--- src/rtl/banked_reg_read_file_pkg.sv ---
// Processor-wide register-file defaults shared by the datapath blocks.
package banked_reg_read_file_pkg;

  localparam int RF_WIDTH    = 16;
  localparam int RF_DEPTH    = 8;
  localparam int RF_ADDR_W   = $clog2(RF_DEPTH);
  localparam int RF_ZERO_IDX = 0;

endpackage

--- src/rtl/banked_reg_read_file_rf_read_port.sv ---
// One registered read port: zero / bypass / array select feeding the output register.
module rf_read_port
  import banked_reg_read_file_pkg::*;
#(
  parameter int WIDTH    = RF_WIDTH,
  parameter int DEPTH    = RF_DEPTH,
  parameter int ADDR_W   = $clog2(DEPTH),
  parameter int ZERO_REG = 0,
  parameter int BYPASS   = 1
) (
  input  logic              clk,
  input  logic              rst_n,
  input  logic              rd_en_i,
  input  logic [ADDR_W-1:0] rd_addr_i,
  input  logic              wr_en_i,
  input  logic [ADDR_W-1:0] wr_addr_i,
  input  logic [WIDTH-1:0]  wr_data_i,
  input  logic [WIDTH-1:0]  mem_i [DEPTH],
  output logic [WIDTH-1:0]  rd_data_o,
  output logic              rd_valid_o
);

  logic [WIDTH-1:0] rd_data_d;
  logic [WIDTH-1:0] rd_data_q;
  logic             rd_valid_q;

  // Later assignments win: zero register beats bypass beats the stored value.
  always_comb begin
    rd_data_d = mem_i[rd_addr_i];
    if ((BYPASS != 0) && wr_en_i && (wr_addr_i == rd_addr_i))
      rd_data_d = wr_data_i;
    if ((ZERO_REG != 0) && (rd_addr_i == ADDR_W'(RF_ZERO_IDX)))
      rd_data_d = '0;
  end

  always_ff @(posedge clk or negedge rst_n) begin
    if (!rst_n) begin
      rd_data_q  <= '0;
      rd_valid_q <= 1'b0;
    end else begin
      rd_valid_q <= rd_en_i;
      if (rd_en_i)
        rd_data_q <= rd_data_d;
    end
  end

  assign rd_data_o  = rd_data_q;
  assign rd_valid_o = rd_valid_q;

endmodule

--- src/rtl/banked_reg_read_file.sv ---
// Register file with one synchronous write port and NUM_RD registered read ports.
module banked_reg_read_file
  import banked_reg_read_file_pkg::*;
#(
  parameter int WIDTH    = RF_WIDTH,
  parameter int DEPTH    = RF_DEPTH,
  parameter int ADDR_W   = $clog2(DEPTH),
  parameter int NUM_RD   = 2,
  parameter int ZERO_REG = 0,
  parameter int BYPASS   = 1
) (
  input  logic                     clk,
  input  logic                     rst_n,
  input  logic                     wr_en,
  input  logic [ADDR_W-1:0]        wr_addr,
  input  logic [WIDTH-1:0]         wr_data,
  input  logic [NUM_RD-1:0]        rd_en,
  input  logic [NUM_RD*ADDR_W-1:0] rd_addr,
  output logic [NUM_RD*WIDTH-1:0]  rd_data,
  output logic [NUM_RD-1:0]        rd_valid,
  output logic [DEPTH-1:0]         busy_mask
);

  logic [WIDTH-1:0] mem_q [DEPTH];
  logic [DEPTH-1:0] busy_d;
  logic [DEPTH-1:0] busy_q;
  logic             wr_commit;

  // A write to the hardwired-zero register never lands and never flags a hazard.
  assign wr_commit = wr_en &&
                     !((ZERO_REG != 0) && (wr_addr == ADDR_W'(RF_ZERO_IDX)));

  always_comb begin
    busy_d = '0;
    if (wr_commit)
      busy_d = DEPTH'(1) << wr_addr;
  end

  always_ff @(posedge clk or negedge rst_n) begin
    if (!rst_n) begin
      for (int i = 0; i < DEPTH; i++)
        mem_q[i] <= '0;
      busy_q <= '0;
    end else begin
      if (wr_commit)
        mem_q[wr_addr] <= wr_data;
      busy_q <= busy_d;
    end
  end

  assign busy_mask = busy_q;

  for (genvar g = 0; g < NUM_RD; g++) begin : g_rd
    rf_read_port #(
      .WIDTH    (WIDTH),
      .DEPTH    (DEPTH),
      .ADDR_W   (ADDR_W),
      .ZERO_REG (ZERO_REG),
      .BYPASS   (BYPASS)
    ) u_port (
      .clk        (clk),
      .rst_n      (rst_n),
      .rd_en_i    (rd_en[g]),
      .rd_addr_i  (rd_addr[g*ADDR_W +: ADDR_W]),
      .wr_en_i    (wr_en),
      .wr_addr_i  (wr_addr),
      .wr_data_i  (wr_data),
      .mem_i      (mem_q),
      .rd_data_o  (rd_data[g*WIDTH +: WIDTH]),
      .rd_valid_o (rd_valid[g])
    );
  end

endmodule

--- config.mk ---
export PLATFORM = sky130hd
export DESIGN_NAME = banked_reg_read_file
export DESIGN_NICKNAME = d
export VERILOG_FILES = /design/src/rtl/banked_reg_read_file_pkg.sv /design/src/rtl/banked_reg_read_file_rf_read_port.sv /design/src/rtl/banked_reg_read_file.sv
export SDC_FILE = /design/constraint.sdc
export NUM_CORES = 1
export LEC_CHECK = 0
export ABC_CLOCK_PERIOD_IN_PS = 3900
export CORE_MARGIN = 5
export CORE_UTILIZATION = 60
export DETAILED_ROUTE_END_ITERATION = 8
export GPL_ROUTABILITY_DRIVEN = 1
export PLACE_DENSITY_LB_ADDON = 0.15
export SLEW_MARGIN = 20
export SYNTH_ARGS = -nofsm -noshare
export SYNTH_HDL_FRONTEND = slang
export SYNTH_HIERARCHICAL = 1
export SYNTH_SLANG_ARGS = --single-unit
--- constraint.sdc ---
create_clock -name clk -period 3.9 [get_ports clk]
set_input_delay 0.78 -clock clk [delete_from_list [all_inputs] [get_ports clk]]
set_output_delay 0.78 -clock clk [all_outputs]
set_load 0.05 [all_outputs]
==> results.md <==
Status:
- The flow ran to the end, and the final reports show no timing, DRC or antenna violations.

Synthesis:
- After synthesis the netlist holds a flip-flop and latch count of 170.
- The largest area contributor in the netlist is sky130_fd_sc_hd__dfrtp_1.
- By area the synthesized netlist is led by sky130_fd_sc_hd__dfrtp_1 (49%), sky130_fd_sc_hd__mux2_2 (17%), sky130_fd_sc_hd__mux4_2 (13%).
- The synthesized instance count is ~550.
- The number of nets in the synthesized netlist is between 500 and 600.
- A synthesized cell averages between 15 and 20 um2.
- The Yosys step of the flow raised 6 warnings.
- Of the post-synthesis cell area, the dominant cell type holds 0.493.
- The cell area after synthesis is around 8600 um2.
- The number of different library cells used by synthesis comes to 26.
- For this run, the register share of the synthesized area comes to 0.493.

Drt:
- For this run, design rule violations remaining after detail routing come to 0.
- The number of iterations in the first detailed-routing pass is 4.
- After detailed routing, the number of vias per cell comes to 6.60.
- The final layout contains routed wiring with a total length of between 20000 and 25000 um.
- In the final routed layout, each cell accounts on average for about 26 um.
- After the first detailed-routing iteration, the DRC count stood at about 400.
- The remaining antenna violation count is 0.
- The detailed-route via count is roughly 5400.

Clock network:
- In this run the number of H-tree levels came out at 4.
- TritonCTS built the clock tree.
- The number of hold buffers added after CTS was 0.
- The clock latency at the later pin of the worst-skew pair is between 0.4 and 0.5 ns.
- After clock tree synthesis, the clock-pin slew on the worst setup and hold paths is around 0.06 ns.
- The total clock buffers created by CTS is 17.
- In this run the clock root is driven by a sky130_fd_sc_hd__clkbuf_16.
- CTS saw 170 sinks.
- Post-CTS timing repair inserted 0 buffers for setup.
- No sink is reached through more buffers than the 2 on the longest clock path.
- Post-CTS repair changed the size of 0 cells.

Power:
- The largest voltage drop on the vdd net is 0.382 mV.
- The areal power density over the cells is 564 nW/um2.
- Summed over all cells, the static leakage comes to 0.00434 uW.

Layout:
- The area of all sequential standard cells is between 4000 and 5000 um2.
- The count of filler cells inserted in the layout is about 900.
- From synthesis to final layout, the design area changed by 16.9%.
- After routing the design area is roughly 10000 um2.
- The non-filler instance count after layout is slightly above 800.
- The antenna cell count is 0.
- The area of the multi-input gates is approximately 4000 um2.
- The net total in the final layout is between 600 and 700.
- The share of layout cells above drive strength 1 is 0.407.

Global route:
- The all-layer global routing usage is 0.267.
- The global-route wire length before repair is around 33000 um.
- The via count of the first global-routing pass is 5759.
- Entering global routing, the biggest net connects 81 pins.
- The residual overflow from global routing is 0.
- The number of antenna violations at the first check in global routing is 0.

Floorplan:
- The initial core utilization is 0.617.
- The width of the die is around 130 um.
- The placeable core area is ~14000 um2.
- Row generation in the floorplan step produced 43 rows.
- The vertical extent of the die is 130 um.
- The count of boundary I/O pins is between 70 and 80.
- The area of the die is approximately 17000 um2.

Critical path:
- STA classifies the critical path endpoint as a flip-flop.
- At the worst endpoint, the required time is 4.21 ns.
- STA classifies the critical path startpoint as an input pin.
- The arrival time at the worst endpoint is about 2.8 ns.
- On the worst path, the slowest cell contributes a delay of approximately 0.90 ns.
- The count of buffering cells on the critical path with inverters included is 2.
- For this design, the slowest cell found on the critical path is sky130_fd_sc_hd__clkdlybuf4s50_1.
- The signal on the critical path passes through clkdlybuf4s50_1 > buf_4 > mux4_1 > mux2_2 > a221o_1.
- By startpoint and endpoint, the worst setup path is classified as input pin to flip-flop.
- In this design, the largest share of critical-path delay is due to buffers and inverters.
- The maximum fanout along the worst path is 11.

Timing:
- The largest clock skew in the final design is roughly 0.0063 ns.
- For the pin with the worst max-slew slack, the measured transition is 0.766 ns.
- The total of endpoints with negative setup slack in the final report is 0.
- In this run the tightest slew margin relative to its limit is 0.490.
- The final sum of negative setup slack is 0 ns.
- Dividing the final minimum period by the clock period gives 0.649.
- Once routing completed, OpenROAD measured the worst setup slack at 1.37 ns.
- The number of endpoints with negative hold slack in the final report is 0.
- The number of max-slew violations in the final report is 0.
- The minimum period implied by the final worst setup slack is ~2.5 ns.
- The maximum clock frequency is 395 MHz.
- Setup repair after global routing left no endpoint under its margin.

Placed design:
- Buffers placed on the I/O ports in this run total between 70 and 80.
- The placed instance count is between 700 and 800.
- The wire-length estimate of the detail-placed layout is roughly 13000 um.
- The worst slack at placement is between 0.9 and 1 ns.
- Once placement finished, the instance area stood at approximately 9500 um2.
- The congestion estimate from routability-driven global placement came to 0.793.

Job:
- The max-cap violation count is 0.

Min path:
- The tightest min-delay check is of the input pin to async pin type.
registers in the layout, indices dropped and copies added, names as in the netlist:
signal                  count
mem_q                     128
g_rd.u_port/rd_data_o      32
busy_mask                   8
g_rd.u_port/rd_valid_o      2
metal layers:
| metal | wire length [um] | up-vias | global-route usage |
|---|---|---|---|
| li1 | - | 2254 | - |
| met1 | 8620 | 2853 | 0.360 |
| met2 | 10700 | 213 | 0.435 |
| met3 | 1610 | 35 | 0.0561 |
| met4 | 407 | 0 | 0.0941 |
| met5 | 0 | - | 0 |
through the flow:
stage | utilization | hold slack (ns) | total power, uW
2_1_floorplan | - | 0.484 | 3450
3_3_place_gp | 0.676 | 0.495 | 3860
3_5_place_dp | 0.676 | 0.504 | 3940
4_1_cts | 0.720 | 0.421 | 5700
5_1_grt | 0.720 | 0.440 | 5910
6_report | 0.720 | 0.373 | 5680
final cells by class:
class                   count  share of cell area
clock buffers              19              0.0449
clock inverters            13              0.0164
inverters                  26             0.00968
multi-input cells         308               0.396
flip-flops and latches    170               0.422
well taps                 180              0.0223
repair buffers             95              0.0888
worst reg2reg max path, delay by kind of cell (launching register included):
kind	cells	cell delay, ns
flip-flops	1	0.39
AO/OA/AOI/OAI	1	0.35
multiplexers	2	0.76
final timing paths:
check	from	end	slack [ns]	cells after the start
hold / removal	rst_n	g_rd[0].u_port/rd_data_o[4]	0.37	1
max in group asynchronous	rst_n	g_rd[0].u_port/rd_data_o[14]	2.63	2
min in group clk	mem_q[71]	mem_q[71]	0.52	1
setup / recovery	rd_addr[5]	g_rd[1].u_port/rd_data_o[6]	1.37	5
hold reg to reg	mem_q[71]	mem_q[71]	0.52	1
setup reg to reg	mem_q[87]	g_rd[1].u_port/rd_data_o[7]	2.29	3
cells in the final DEF (no fill, tap or decap), types with 3 or more instances in the layout:
master | netlist | final
sky130_fd_sc_hd__mux2_4 | 9 | 9
sky130_fd_sc_hd__mux2_2 | 131 | 131
sky130_fd_sc_hd__nor2b_1 | 12 | 12
sky130_fd_sc_hd__nand4b_2 | 3 | 3
sky130_fd_sc_hd__inv_1 | 26 | 26
sky130_fd_sc_hd__mux4_1 | 16 | 16
sky130_fd_sc_hd__inv_6 | 0 | 3
sky130_fd_sc_hd__buf_4 | 7 | 23
sky130_fd_sc_hd__clkinv_4 | 0 | 3
sky130_fd_sc_hd__and4bb_2 | 3 | 3
sky130_fd_sc_hd__dfrtp_1 | 170 | 170
sky130_fd_sc_hd__nor2_1 | 20 | 20
sky130_fd_sc_hd__mux4_2 | 48 | 48
sky130_fd_sc_hd__clkinv_2 | 0 | 3
sky130_fd_sc_hd__clkdlybuf4s50_1 | 0 | 68
sky130_fd_sc_hd__clkbuf_16 | 0 | 17
sky130_fd_sc_hd__mux2i_1 | 20 | 20
sky130_fd_sc_hd__a221o_1 | 12 | 12
sky130_fd_sc_hd__xnor2_1 | 6 | 6
sky130_fd_sc_hd__bufinv_16 | 0 | 3
sky130_fd_sc_hd__a221oi_1 | 20 | 20
synthesized netlist by cell type:
library cell	number
sky130_fd_sc_hd__dfrtp_1	170
sky130_fd_sc_hd__mux2_2	131
sky130_fd_sc_hd__mux4_2	48
sky130_fd_sc_hd__inv_1	26
sky130_fd_sc_hd__a221oi_1	20
sky130_fd_sc_hd__mux2i_1	20
sky130_fd_sc_hd__nor2_1	20
sky130_fd_sc_hd__buf_2	18
sky130_fd_sc_hd__mux4_1	16
sky130_fd_sc_hd__a221o_1	12
sky130_fd_sc_hd__nor2b_1	12
sky130_fd_sc_hd__clkbuf_1	10
sky130_fd_sc_hd__mux2_4	9
sky130_fd_sc_hd__buf_4	7
sky130_fd_sc_hd__xnor2_1	6
sky130_fd_sc_hd__buf_6	5
sky130_fd_sc_hd__and4bb_2	3
sky130_fd_sc_hd__nand4b_2	3
sky130_fd_sc_hd__a41oi_1	2
sky130_fd_sc_hd__and4b_1	2
sky130_fd_sc_hd__buf_1	2
sky130_fd_sc_hd__buf_12	2
sky130_fd_sc_hd__nand2_1	2
sky130_fd_sc_hd__buf_8	1
sky130_fd_sc_hd__nand4_2	1
sky130_fd_sc_hd__nor4b_4	1
power breakdown:
group	internal [uW]	total [uW]	switching, uW
Combinational	792	1510	722
Clock	1050	1760	715
Sequential	2140	2410	264
logic make-up after synthesis:
kind of cell,Yosys count,share of synthesized area
flops,170,0.493
simple gates,44,0.0344
buf+inv,71,0.0460
mux,224,0.384
compound gates,34,0.0363
xor+xnor,6,0.00609
Note: power is estimated with default switching activity, not from simulation.
